==> src/rtl/alu_issue_scheduler.sv <==
// alu_issue_scheduler
// ---------------------------------------------------------------------------
// Shares a pool of NUM_ALU vector ALU controllers among one in-order issue
// stream. An offered instruction is accepted over valid/ready and dispatched
// to a free, ready ALU chosen round-robin. Each ALU is tracked as FREE, BUSY
// or DONE_PEND. Completions are serialised, lowest ALU index first, onto a
// single retire port toward the wavepool.
//
// Optional feature macro: ALU_WATCHDOG_EN
//   When defined, every ALU gets a watchdog counter. An ALU that stays BUSY
//   for WDOG_CYCLES cycles without a done pulse is forced to DONE_PEND and
//   retired with out_done_timeout=1, which also raises out_protocol_err.
//   When undefined, no counters exist and out_done_timeout is tied to 0.
//
// Ports:
//   clk              rising-edge clock
//   rst              asynchronous active-low reset
//   in_issue_valid   instruction offered
//   in_issue_wfid    wavefront id of offered instruction
//   in_issue_opcode  opcode forwarded to the ALU
//   out_issue_ready  scheduler can accept this cycle (from registered state)
//   out_alu_select   one-hot, single-cycle dispatch pulse per ALU
//   out_alu_opcode   opcode of the last dispatch, held until the next one
//   in_alu_ready     per-ALU ready from its controller FSM
//   in_instr_done    per-ALU completion pulse
//   out_done_valid   single-cycle retire strobe
//   out_done_wfid    wfid of the retiring instruction
//   out_done_alu_id  index of the retiring ALU
//   out_done_timeout retire caused by the watchdog
//   out_busy_count   number of ALUs not FREE
//   out_protocol_err sticky protocol error flag, cleared only by reset
// ---------------------------------------------------------------------------
module alu_issue_scheduler #(
   parameter int NUM_ALU      = 4,
   parameter int ALU_ID_WIDTH = 2,
   parameter int WFID_WIDTH   = 6,
   parameter int WDOG_CYCLES  = 1024
) (
   input  logic                    clk,
   input  logic                    rst,
   input  logic                    in_issue_valid,
   input  logic [WFID_WIDTH-1:0]   in_issue_wfid,
   input  logic [31:0]             in_issue_opcode,
   output logic                    out_issue_ready,
   output logic [NUM_ALU-1:0]      out_alu_select,
   output logic [31:0]             out_alu_opcode,
   input  logic [NUM_ALU-1:0]      in_alu_ready,
   input  logic [NUM_ALU-1:0]      in_instr_done,
   output logic                    out_done_valid,
   output logic [WFID_WIDTH-1:0]   out_done_wfid,
   output logic [ALU_ID_WIDTH-1:0] out_done_alu_id,
   output logic                    out_done_timeout,
   output logic [ALU_ID_WIDTH:0]   out_busy_count,
   output logic                    out_protocol_err
);

   typedef enum logic [1:0] {
      ST_FREE      = 2'd0,
      ST_BUSY      = 2'd1,
      ST_DONE_PEND = 2'd2
   } alu_state_e;

   // Round-robin pick: first set bit of elig at or after ptr, wrapping.
   // Result MSB is the found flag, low bits the index. Scanning downwards
   // lets the nearest candidate overwrite farther ones.
   function automatic logic [ALU_ID_WIDTH:0] pick_rr(
      input logic [NUM_ALU-1:0]      elig,
      input logic [ALU_ID_WIDTH-1:0] ptr
   );
      logic [ALU_ID_WIDTH:0] res;
      int                    idx;
      res = '0;
      for (int k = NUM_ALU - 1; k >= 0; k--) begin
         idx = int'(ptr) + k;
         if (idx >= NUM_ALU) begin
            idx = idx - NUM_ALU;
         end else begin
            idx = idx;
         end
         if (elig[idx]) begin
            res = {1'b1, ALU_ID_WIDTH'(idx)};
         end else begin
            res = res;
         end
      end
      return res;
   endfunction

   // Registered state
   alu_state_e              alu_state_q [NUM_ALU];
   alu_state_e              alu_state_d [NUM_ALU];
   logic [WFID_WIDTH-1:0]   wfid_q      [NUM_ALU];
   logic [WFID_WIDTH-1:0]   wfid_d      [NUM_ALU];
   logic [ALU_ID_WIDTH-1:0] rr_ptr_q,      rr_ptr_d;
   logic [NUM_ALU-1:0]      alu_select_q,  alu_select_d;
   logic [31:0]             alu_opcode_q,  alu_opcode_d;
   logic                    done_valid_q,  done_valid_d;
   logic [WFID_WIDTH-1:0]   done_wfid_q,   done_wfid_d;
   logic [ALU_ID_WIDTH-1:0] done_alu_id_q, done_alu_id_d;
   logic                    done_to_q,     done_to_d;
   logic [ALU_ID_WIDTH:0]   busy_count_q,  busy_count_d;
   logic                    proto_err_q,   proto_err_d;

   // Combinational decode of registered state
   logic [NUM_ALU-1:0]      elig_s;
   logic [NUM_ALU-1:0]      pend_s;
   logic [ALU_ID_WIDTH:0]   grant_s;
   logic                    accept_s;
   logic [ALU_ID_WIDTH-1:0] grant_idx_s;
   logic                    retire_found_s;
   logic [ALU_ID_WIDTH-1:0] retire_idx_s;

`ifdef ALU_WATCHDOG_EN
   localparam int CNT_W = $clog2(WDOG_CYCLES) + 1;
   logic [CNT_W-1:0] wdog_cnt_q [NUM_ALU];
   logic [CNT_W-1:0] wdog_cnt_d [NUM_ALU];
   logic [NUM_ALU-1:0] wdog_to_q, wdog_to_d;
`endif

   // Eligibility, grant selection and lowest-index retire selection.
   always_comb begin
      elig_s         = '0;
      pend_s         = '0;
      retire_found_s = 1'b0;
      retire_idx_s   = '0;
      for (int i = 0; i < NUM_ALU; i++) begin
         elig_s[i] = (alu_state_q[i] == ST_FREE) && in_alu_ready[i];
         pend_s[i] = (alu_state_q[i] == ST_DONE_PEND);
      end
      for (int i = NUM_ALU - 1; i >= 0; i--) begin
         if (pend_s[i]) begin
            retire_found_s = 1'b1;
            retire_idx_s   = ALU_ID_WIDTH'(i);
         end else begin
            retire_found_s = retire_found_s;
         end
      end
      grant_s     = pick_rr(elig_s, rr_ptr_q);
      grant_idx_s = grant_s[ALU_ID_WIDTH-1:0];
      accept_s    = in_issue_valid && grant_s[ALU_ID_WIDTH];
   end

   // Ready is gated by reset so every output reads 0 while reset is held.
   assign out_issue_ready = rst && (|elig_s);

   // Next-state: retire, completion latch, watchdog, dispatch, counters.
   // Retire and dispatch can never target the same ALU (DONE_PEND vs FREE),
   // and a done pulse only acts on a BUSY ALU, so the updates never collide.
   always_comb begin
      alu_state_d   = alu_state_q;
      wfid_d        = wfid_q;
      rr_ptr_d      = rr_ptr_q;
      alu_select_d  = '0;
      alu_opcode_d  = alu_opcode_q;
      done_valid_d  = 1'b0;
      done_wfid_d   = '0;
      done_alu_id_d = '0;
      done_to_d     = 1'b0;
      proto_err_d   = proto_err_q;
      busy_count_d  = '0;
`ifdef ALU_WATCHDOG_EN
      wdog_cnt_d    = wdog_cnt_q;
      wdog_to_d     = wdog_to_q;
`endif

      if (retire_found_s) begin
         alu_state_d[retire_idx_s] = ST_FREE;
         done_valid_d              = 1'b1;
         done_wfid_d               = wfid_q[retire_idx_s];
         done_alu_id_d             = retire_idx_s;
`ifdef ALU_WATCHDOG_EN
         done_to_d                 = wdog_to_q[retire_idx_s];
         wdog_to_d[retire_idx_s]   = 1'b0;
         if (wdog_to_q[retire_idx_s]) begin
            proto_err_d = 1'b1;
         end else begin
            proto_err_d = proto_err_d;
         end
`endif
      end else begin
         done_valid_d = 1'b0;
      end

      for (int i = 0; i < NUM_ALU; i++) begin
         if (in_instr_done[i]) begin
            if (alu_state_q[i] == ST_BUSY) begin
               alu_state_d[i] = ST_DONE_PEND;
            end else begin
               proto_err_d = 1'b1;
            end
         end else begin
`ifdef ALU_WATCHDOG_EN
            // Expiry only when no done arrived: a done in the expiry cycle
            // is a normal completion.
            if (alu_state_q[i] == ST_BUSY) begin
               if (wdog_cnt_q[i] == CNT_W'(WDOG_CYCLES - 1)) begin
                  alu_state_d[i] = ST_DONE_PEND;
                  wdog_to_d[i]   = 1'b1;
               end else begin
                  wdog_cnt_d[i]  = wdog_cnt_q[i] + CNT_W'(1);
               end
            end else begin
               wdog_cnt_d[i] = wdog_cnt_q[i];
            end
`else
            alu_state_d[i] = alu_state_d[i];
`endif
         end
      end

      if (accept_s) begin
         alu_state_d[grant_idx_s] = ST_BUSY;
         wfid_d[grant_idx_s]      = in_issue_wfid;
         alu_select_d             = NUM_ALU'(1) << grant_idx_s;
         alu_opcode_d             = in_issue_opcode;
         if (grant_idx_s == ALU_ID_WIDTH'(NUM_ALU - 1)) begin
            rr_ptr_d = '0;
         end else begin
            rr_ptr_d = grant_idx_s + ALU_ID_WIDTH'(1);
         end
`ifdef ALU_WATCHDOG_EN
         wdog_cnt_d[grant_idx_s] = '0;
         wdog_to_d[grant_idx_s]  = 1'b0;
`endif
      end else begin
         rr_ptr_d = rr_ptr_q;
      end

      for (int i = 0; i < NUM_ALU; i++) begin
         if (alu_state_d[i] != ST_FREE) begin
            busy_count_d = busy_count_d + (ALU_ID_WIDTH + 1)'(1);
         end else begin
            busy_count_d = busy_count_d;
         end
      end
   end

   // State and output registers, cleared asynchronously by reset.
   always_ff @(posedge clk or negedge rst) begin
      if (!rst) begin
         for (int i = 0; i < NUM_ALU; i++) begin
            alu_state_q[i] <= ST_FREE;
            wfid_q[i]      <= '0;
         end
         rr_ptr_q      <= '0;
         alu_select_q  <= '0;
         alu_opcode_q  <= '0;
         done_valid_q  <= 1'b0;
         done_wfid_q   <= '0;
         done_alu_id_q <= '0;
         done_to_q     <= 1'b0;
         busy_count_q  <= '0;
         proto_err_q   <= 1'b0;
      end else begin
         alu_state_q   <= alu_state_d;
         wfid_q        <= wfid_d;
         rr_ptr_q      <= rr_ptr_d;
         alu_select_q  <= alu_select_d;
         alu_opcode_q  <= alu_opcode_d;
         done_valid_q  <= done_valid_d;
         done_wfid_q   <= done_wfid_d;
         done_alu_id_q <= done_alu_id_d;
         done_to_q     <= done_to_d;
         busy_count_q  <= busy_count_d;
         proto_err_q   <= proto_err_d;
      end
   end

`ifdef ALU_WATCHDOG_EN
   // Watchdog counters and per-ALU timeout flags.
   always_ff @(posedge clk or negedge rst) begin
      if (!rst) begin
         for (int i = 0; i < NUM_ALU; i++) begin
            wdog_cnt_q[i] <= '0;
         end
         wdog_to_q <= '0;
      end else begin
         wdog_cnt_q <= wdog_cnt_d;
         wdog_to_q  <= wdog_to_d;
      end
   end
`endif

   assign out_alu_select   = alu_select_q;
   assign out_alu_opcode   = alu_opcode_q;
   assign out_done_valid   = done_valid_q;
   assign out_done_wfid    = done_wfid_q;
   assign out_done_alu_id  = done_alu_id_q;
   assign out_busy_count   = busy_count_q;
   assign out_protocol_err = proto_err_q;
`ifdef ALU_WATCHDOG_EN
   assign out_done_timeout = done_to_q;
`else
   assign out_done_timeout = 1'b0 & done_to_q;
`endif

endmodule

==> config.mk <==
export PLATFORM = sky130hd
export DESIGN_NAME = alu_issue_scheduler
export DESIGN_NICKNAME = d
export VERILOG_FILES = /design/src/rtl/alu_issue_scheduler.sv
export SDC_FILE = /design/constraint.sdc
export NUM_CORES = 1
export LEC_CHECK = 0
export ABC_CLOCK_PERIOD_IN_PS = 3700
export CAP_MARGIN = 20
export CORE_MARGIN = 2
export CORE_UTILIZATION = 45
export DETAILED_ROUTE_END_ITERATION = 16
export PLACE_DENSITY = 0.77
export SLEW_MARGIN = 20
export SYNTH_ARGS = -nofsm -noshare
export SYNTH_HDL_FRONTEND = slang
export SYNTH_SLANG_ARGS = --single-unit
==> constraint.sdc <==
create_clock -name clk -period 3.7 [get_ports clk]
set_input_delay 0.555 -clock clk [delete_from_list [all_inputs] [get_ports clk]]
set_output_delay 0.555 -clock clk [all_outputs]
set_load 0.02 [all_outputs]
Word level (Yosys, flattened, before mapping)
Index checks and enable logic that the tools add are counted.
- flip-flop bits (word level): 83
- input port bits: 49
- logic and storage cells: 138
- add/subtract/negate cells: 11
- order comparisons: 12
- equal/unequal tests: 9
- shift operators: 1
- mux-type cells: 65
- bitwise gates (word level): 7
- reduce and logical (&&, ||, !) cells: 17
- operators by type and width (cell ; count):
    less-than comparator 32 x 4 -> 1 bit, second input constant ; 4
    2-to-1 mux 32 bit ; 4
    2-to-1 mux 2 bit ; 16
    bitwise mux 24 bit ; 1
    2-to-1 mux 6 bit ; 4
    2-to-1 mux 1 bit ; 22
    2-to-1 mux 3 bit ; 7
    2-to-1 mux 8 bit ; 2
    >= comparator 3 bit, second input constant ; 5
    binary-select mux 6 bit (select 2 bit) ; 1
    demux 6 bit (select 2 bit) ; 1
    subtractor 3 x 3 -> 4 bit, second input constant ; 3
    equality test 2 bit, second input constant ; 5
    adder 3 x 1 -> 3 bit, second input constant ; 3
    AND 8 bit ; 1
    binary-select mux 1 bit (select 2 bit) ; 4
    demux 2 bit (select 2 bit) ; 2
    equality test 2 x 1 -> 1 bit, second input constant ; 4
    logical AND 1 bit ; 8
    zero test 2 bit ; 4
    inverter 8 bit ; 1
    nonzero test 2 bit ; 4
    adder 2 x 2 -> 3 bit, second input constant ; 2
    less-than comparator 3 x 1 -> 1 bit, second input constant ; 2
    11 further kinds ; 12

Depth between registers and ports, before layout
Gate-level depths: netlist of run 1.
- depth after elaboration: 26
- gate-level depth with buffers: 16
- depth with buffers taken out: 16

Worst setup path after synthesis of run 1
OpenSTA, ideal clock, no wires.
- path kind: input port to flip-flop
- start point: in in_alu_ready[2]
- end point: reg busy_count_q[1], in the netlist out_busy_count[1]
- data arrival time: 2848 ps
- data required time: 3575 ps
- setup slack: 727 ps
- stages on the path: 12
- buffers on the path: 0
- cells stage by stage: nor3b_2 > o21ai_0 > and2_1 > or2_2 > ha_1 > nand2_1 > nand2_1 > inv_1 > ha_1 > xnor2_1 > ha_1 > mux2_2
- longest elaborated chain between the ends: 24
- elaborated cells on any way between the ends: 39
- those cells by class: add/sub (3); order compare (2); mux (23); bitwise (4); reduce/logical (7)
- RTL lines (item ; RTL line ; source):
    from (decl) ; 47 ; input logic [NUM_ALU-1:0] in_alu_ready,
    logical AND 1 bit (*) ; 127 ; elig_s[i] = (alu_state_q[i] == ST_FREE) && in_alu_ready[i];
    binary-select mux 1 bit (select 2 bit) ; 80 ; if (elig[idx]) begin
    2-to-1 mux 1 bit (implied by the code) (2 in a row) ; 80 ;
    2-to-1 mux 3 bit (3 in a row) ; 80 ;
    2-to-1 mux 3 bit (*) ; 80 ;
    inverter 2 -> 3 bit (implied by the code) ; 212 ; alu_state_d[grant_idx_s] = ST_BUSY;
    >= comparator 3 bit (implied by the code) / less-than comparator 3 x 1 -> 1 bit (equally long branches) ; 212 ;
    logical AND 1 bit (implied by the code) ; 212 ;
    [6 not listed] ; - ;
    2-to-1 mux 1 bit ; 230 ; if (alu_state_d[i] != ST_FREE) begin
    adder 3 x 1 -> 3 bit ; 231 ; busy_count_d = busy_count_d + (ALU_ID_WIDTH + 1)'(1);
    2-to-1 mux 3 bit ; 230 ;
    adder 3 x 1 -> 3 bit ; 231 ;
    2-to-1 mux 3 bit ; 230 ;
    adder 3 x 1 -> 3 bit ; 231 ;
    2-to-1 mux 3 bit (*) ; 230 ;
    named net busy_count_d[1] ; 101 ; logic [ALU_ID_WIDTH:0] busy_count_q, busy_count_d;
    to (signal assigned) ; 264 ; busy_count_q <= busy_count_d;
    to (decl) ; 101 ;
Mark *: on every way through the listed nets, which the timed path passes. The rest lies on a longest branch. The select of a mux whose other input is x is not followed.
A chain may end at the register's enable or synchronous reset.

Final worst setup path of run 1
Ends and elaborated chain as after synthesis.

==> results of run 1 <==
cell usage after synthesis, types with 2 or more instances:
cell / count
ha_1: 7
clkbuf_1: 9
mux2_2: 18
nand2_1: 136
or2_2: 2
o21ai_0: 21
dfrtp_1: 83
o41a_1: 2
buf_2: 2
mux2i_1: 2
nand2b_1: 7
nor3b_2: 4
xnor2_1: 3
nor2_1: 15
nor2b_1: 5
inv_1: 10
a21oi_1: 7
a221o_1: 5
inv_2: 3
worst paths after layout:
check / startpoint / cells past startpoint / to
setup reg to reg: alu_state_q[2] / 12 / out_busy_count[1]
setup / recovery: in_alu_ready[2] / 13 / out_busy_count[1]
max in group asynchronous: rst / 2 / wfid_q[17]
min in group clk: out_alu_opcode[26] / 2 / out_alu_opcode[26]
hold / removal: rst / 1 / out_done_wfid[1]
hold reg to reg: out_alu_opcode[26] / 2 / out_alu_opcode[26]
critical path, delay by kind of cell:
family | cells | cell delay [ns]
AOI/OAI and AO/OA | 1 | 0.15
xor gates and xnor gates | 1 | 0.19
adders and majority gates | 3 | 0.71
buffers and inverters | 2 | 0.50
muxes | 1 | 0.25
and+or+nand+nor | 5 | 1.12
cells by family (layout without fill, tap and decap cells):
logic type               after synthesis  after routing  share of synthesized area
flip-flops                            83             83                      0.578
AO/OA/AOI/OAI                         47             47                     0.0902
multiplexers                          21             21                     0.0651
other                                  1              1                    0.00104
adder cells (fa/ha/maj)                7              7                     0.0244
buffers and inverters                 26            135                     0.0289
XOR/XNOR                               3              3                    0.00731
AND/OR/NAND/NOR                      174            174                      0.205
cell usage in the layout, fill, tap and decap left out, types with 2 or more instances in the layout:
| master | synthesis | final |
|---|---|---|
| a21oi_1 | 7 | 7 |
| a221o_1 | 5 | 5 |
| buf_4 | 1 | 9 |
| clkbuf_8 | 0 | 9 |
| clkdlybuf4s50_1 | 0 | 97 |
| clkinvlp_4 | 0 | 3 |
| dfrtp_1 | 83 | 83 |
| ha_1 | 7 | 7 |
| inv_1 | 10 | 10 |
| inv_2 | 3 | 3 |
| inv_8 | 0 | 4 |
| mux2_2 | 18 | 18 |
| mux2i_1 | 2 | 2 |
| nand2_1 | 136 | 136 |
| nand2b_1 | 7 | 7 |
| nor2_1 | 15 | 15 |
| nor2b_1 | 5 | 5 |
| nor3b_2 | 4 | 4 |
| o21ai_0 | 21 | 21 |
| o41a_1 | 2 | 2 |
| or2_2 | 2 | 2 |
| xnor2_1 | 3 | 3 |
area by class of cell:
class                           count  area (um2)  share of cell area
Sequential cell                    83        2080               0.423
Multi-Input combinational cell    253        1420               0.290
Timing Repair Buffer              106        1040               0.212
Tap cell                          102         128              0.0260
Clock buffer                        9         124              0.0252
Clock inverter                      7        67.6              0.0138
Inverter                           13        48.8             0.00994
layer usage:
metal	up-vias	track usage	part of all wire
li1	1391	-	-
met1	1350	0.255	0.43
met3	10	0.0774	0.087
met4	0	0.0662	0.014
met2	97	0.311	0.47
met5	-	0	0
registers in the layout, summed over array words and instances (netlist names):
name              count
alu_state_q           8
out_done_alu_id       2
out_alu_opcode       32
rr_ptr_q              2
out_done_wfid         6
out_protocol_err      1
out_done_valid        1
out_alu_select        4
out_busy_count        3
wfid_q               24
stage by stage:
step | instance area [um2] | hold slack (ns)
5_1_grt | 4910 | 0.111
3_3_place_gp | 4720 | 0.453
4_1_cts | 4910 | 0.106
6_report | 4910 | 0.104
3_5_place_dp | 4720 | 0.459
2_1_floorplan | 3590 | 0.259
power by group:
part           leakage (nW)  switching (mW)  internal [mW]
logic                  1.20           0.948          0.854
registers              1.03           0.223           1.27
clock network        0.0893           0.365          0.262
total                  2.32            1.54           2.38
==> metrics.md, run 1 <==
| Metric | Value |
|---|---|
| RSZ-0062 raised after global routing | `false` |
| Post-CTS Hold Fix Bufs | `0` |
| Outcome | `complete, no violations` |
| Non-Filler Instances | `573` |
| Crit path top cell by count | `ha_1` |
| Initial DRC Count | `127` |
| Flops & latches, synth | `83` |
| Kind of critical path | `in -> reg` |
| Dpl hpwl | `5700 um` |
| Final antenna-violating net count | `0` |
| Critical Path Fanout Max | `6` |
| WL/cell | `14.2 um` |
| Vias | `2,848` |
| Yosys top cell area share | `0.578` |
| Setup crit end kind | `flip-flop` |
| Leak Pwr | `2.32 nW` |
| Full die area | `8720 um2` |
| Syn Inst Count | `362` |
| First-pass GRT wire length | `13,400 um` |
| H-tree depth | `3` |
| Largest net degree at the start of global routing | `56` |
| Pwr Total | `3.92 mW` |
| Initial core utilization | `0.465` |
| Final hold vios | `0` |
| Initial DRT Pass Iterations | `4` |
| Setup_tns | `0 ns` |
| Initial antenna violation count | `0` |
| Ant diodes | `0` |
| Crit-path cells | `clkdlybuf4s50_1 -> nor3b_2 -> o21ai_0 -> and2_1 -> or2_2 -> ha_1 -> nand2_1 -> inv_2 -> nor2_1 -> ha_1 -> xnor2_1 -> ha_1 -> mux2_2` |
| Sequential element share of the synthesized area | `0.578` |
| Ys Warns | `0` |
| Pin slew with the least headroom to its limit | `0.771 ns` |
| Layout Nets | `522` |
| Number of I/O port buffers | `98` |
| Hold Path Class | `in -> async` |
| Crit-path slowest cell | `clkdlybuf4s50_1` |
| Clk root buf | `clkbuf_8` |
| Syn nets | `418` |
| Routability cong. | `0.790` |
| CTS tree | `done` |
| Final WS setup | `0.456 ns` |
| Max-Slew Margin vs Limit | `0.485` |
| Row count | `32` |
| Mapped cell area | `3590 um2` |
| # IOs | `100` |
| Gr usage total | `0.199` |
| Via-to-Cell Ratio | `4.97` |
| Die Y | `93.4 um` |
| Required @ worst endpoint | `3.94 ns` |
| CTS sink count | `83` |
| Fmax | `0.308 GHz` |
| Dominant synthesized flop cell | `dfrtp_1` |
| Slowest stage delay, CP | `0.46 ns` |
| Worst R2R Setup Slack | `0.60 ns` |
| Final setup viols | `0` |
| Post-synthesis area per instance | `9.93 um2` |
| Post-placement cell count | `557` |
| Proportion of layout cells with a drive suffix above 1 | `0.115` |
| Post-cts resize count | `0` |
| Clk buf depth | `2` |
| Total grt overflow | `0` |
| Netlist cell types | `40` |
| Post-layout min period | `3.24 ns` |
| Type of origin of the critical path | `input pin` |
| Pre-CTS setup slack | `0.105 ns` |
| Worst vdd ir | `0.000326 V` |
| Clock transition at the registers of the reported paths | `0.10 ns` |
| DRC | `0` |
| EDFF count, synth | `0` |
| Worst Skew | `0.0145 ns` |
| Slew Viols, Final | `0` |
| Clock Latency Late Sink | `0.36 ns` |
| Synth top area cells | `dfrtp_1 (58%), nand2_1 (14%), mux2_2 (5.6%)` |
| Fillcell total | `608` |
| TritonCTS buffer count | `9` |
| Synth area leader | `dfrtp_1` |
| Chip Width | `93.4 um` |
| Crit path arrival time | `3.48 ns` |
| Post-layout util | `0.635` |
| Number of post-CTS setup repair buffers | `0` |
| Ys async rst share | `1.00` |
| Max cap viols | `0` |
| Vias in the first global route | `2,827` |
| Fin crit share | `0.877` |
| Power Density | `799 nW/um2` |
| Core Area | `7730 um2` |
| Total wire length | `8140 um` |
| Synth-to-layout area growth | `36.6%` |
No activity file was read; power rests on OpenSTA's default activity.
==> run 2: changes to the inputs <==
Settings changed: REMOVE_ABC_BUFFERS from default to 1.
==> run 2 against run 1 <==
  * Clock-buffer cell count rose by 2
  * Global-route usage is 0.34 points higher
  * Wire length is 1.3% higher
  * Register-to-register slack worse by 0.09 ns
  * Flip-flop and latch count is the same
  * Cell area grew 0.43%
  * Clock power increased by 9.3%
  * Worst setup slack lost 0.090 ns
==> metrics.md, run 2 (synthesized netlist as in run 1, its figures left out) <==
| Metric | Value |
|---|---|
| Proportion of layout cells with a drive suffix above 1 | `0.110 (-0.00425)` |
| First-pass GRT wire length | `13,600 um (+2.2%)` |
| Commonest non-fill, non-tap cell in the layout | `nand2_1` |
| Full die area | `8720 um2 (unchanged)` |
| Final hold vios | `0 (unchanged)` |
| Worst vdd ir | `0.000409 V (+25%)` |
| Dpl hpwl | `5870 um (+3.0%)` |
| Row count | `32 (unchanged)` |
| Max-Slew Margin vs Limit | `0.449 (-0.0355)` |
| # IOs | `100 (unchanged)` |
| Initial DRC Count | `235 (+85%)` |
| DRC | `0 (unchanged)` |
| Placement Cell Area | `4720 um2 (unchanged)` |
| Max cap viols | `0 (unchanged)` |
| Final antenna-violating net count | `0 (unchanged)` |
| Clock transition at the registers of the reported paths | `0.08 ns (-0.02 ns)` |
| Largest net degree at the start of global routing | `84 (+50%)` |
| Vias in the first global route | `2,812 (-0.53%)` |
| Gr usage total | `0.203 (+0.00337)` |
| Chip Width | `93.4 um (unchanged)` |
| Routability cong. | `0.793 (+0.39%)` |
| Final setup viols | `0 (unchanged)` |
| Synth-to-layout area growth | `37.2%` |
| Slew Viols, Final | `0 (unchanged)` |
| RSZ-0062 raised after global routing | `false` |
| CTS sink count | `83 (unchanged)` |
| Power Density | `812 nW/um2 (+1.7%)` |
| Fmax | `0.300 GHz (-2.7%)` |
| Via-to-Cell Ratio | `4.96 (-0.14%)` |
| Core Area | `7730 um2 (unchanged)` |
| Initial DRT Pass Iterations | `5 (+1)` |
| Post-placement cell count | `557 (unchanged)` |
| Outcome | `complete, no violations` |
| Post-CTS Hold Fix Bufs | `0 (unchanged)` |
| Setup_tns | `0 ns (unchanged)` |
| Kind of critical path | `in -> reg` |
| Post-cts resize count | `0 (unchanged)` |
| Total grt overflow | `0 (unchanged)` |
| Clk root buf | `clkbuf_8` |
| Crit path arrival time | `3.56 ns (+0.08 ns)` |
| Initial antenna violation count | `0 (unchanged)` |
| Post-layout min period | `3.33 ns (+0.0902 ns)` |
| Fin area | `4930 um2 (+0.43%)` |
| Pin slew with the least headroom to its limit | `0.824 ns (+0.0531 ns)` |
| Worst Skew | `0.0106 ns (-0.00390 ns)` |
| Critical Path Fanout Max | `6 (unchanged)` |
| CTS tree | `done` |
| Number of post-CTS setup repair buffers | `0 (unchanged)` |
| Fillcell total | `610 (+0.33%)` |
| TritonCTS buffer count | `9 (unchanged)` |
| Max reg flops | `32 (unchanged)` |
| Hold Path Class | `in -> async` |
| Leak Pwr | `2.34 nW (+0.65%)` |
| Setup crit end kind | `flip-flop` |
| Total wire length | `8240 um (+1.3%)` |
| Vias | `2,844 (-0.14%)` |
| Post-layout util | `0.638 (+0.00275)` |
| Initial core utilization | `0.465 (unchanged)` |
| Area of the multi-input gates | `1420 um2 (unchanged)` |
| Layout Nets | `522 (unchanged)` |
| Die Y | `93.4 um (unchanged)` |
| H-tree depth | `3 (unchanged)` |
| Type of origin of the critical path | `input pin` |
| Clock Latency Late Sink | `0.34 ns (-0.02 ns)` |
| Ant diodes | `0 (unchanged)` |
| Pre-CTS setup slack | `0.00732 ns (-0.0981 ns)` |
| Required @ worst endpoint | `3.92 ns (-0.02 ns)` |
| Fin crit share | `0.901 (+0.0244)` |
| WHS | `0.336 ns (+0.232 ns)` |
| Clk buf depth | `2 (unchanged)` |
| Most frequent cells in the layout | `nand2_1 (136), clkdlybuf4s50_1 (97), dfrtp_1 (83)` |
| Final WS setup | `0.365 ns (-0.0902 ns)` |
| WL/cell | `14.4 um (+1.3%)` |
| Pwr Total | `4.00 mW (+2.1%)` |
| Non-Filler Instances | `573 (unchanged)` |
| Number of I/O port buffers | `98 (unchanged)` |
| Register area | `2080 um2 (unchanged)` |
## run 2: worst paths after layout
check	startpoint	endpoint	slack (ns)	cells after the start
worst max-delay path	in_alu_ready[1]	out_busy_count[1]	0.37	13
worst min-delay path	rst	rr_ptr_q[0]	0.34	2
worst max register to register	alu_state_q[5]	out_busy_count[1]	0.51	12
worst min register to register	out_alu_opcode[18]	out_alu_opcode[18]	0.48	2
max in group asynchronous	rst	out_alu_opcode[10]	2.83	2
min in group clk	out_alu_opcode[18]	out_alu_opcode[18]	0.48	2
## run 2: critical path: stages
cell             delay [ns]
clkdlybuf4s50_1        0.44
nor3b_2                0.43
a21oi_1                0.07
a311oi_1               0.41
inv_1                  0.14
ha_1                   0.22
nand2_1                0.09
inv_2                  0.04
nor2_1                 0.14
ha_1                   0.30
xnor2_1                0.20
ha_1                   0.25
mux2_2                 0.27
## run 2: per-layer routing
metal / up-vias / track usage / share of wire
met2: 72 / 0.333 / 0.50
met4: 0 / 0.0833 / 0.015
met5: - / 0 / 0
met1: 1371 / 0.264 / 0.43
met3: 10 / 0.0395 / 0.050
li1: 1391 / - / -
## run 2: final cells by class
| type | instances | area share |
|---|---|---|
| Sequential cell | 83 | 0.421 |
| Multi-Input combinational cell | 253 | 0.289 |
| Timing Repair Buffer | 106 | 0.211 |
| Clock buffer | 11 | 0.0267 |
| Tap cell | 102 | 0.0259 |
| Clock inverter | 5 | 0.0157 |
| Inverter | 13 | 0.00990 |
## run 2: report_power, final
group	internal, mW	total, mW	switching [mW]
logic	0.855	1.83	0.972
clock network	0.379	0.685	0.307
registers	1.27	1.49	0.222
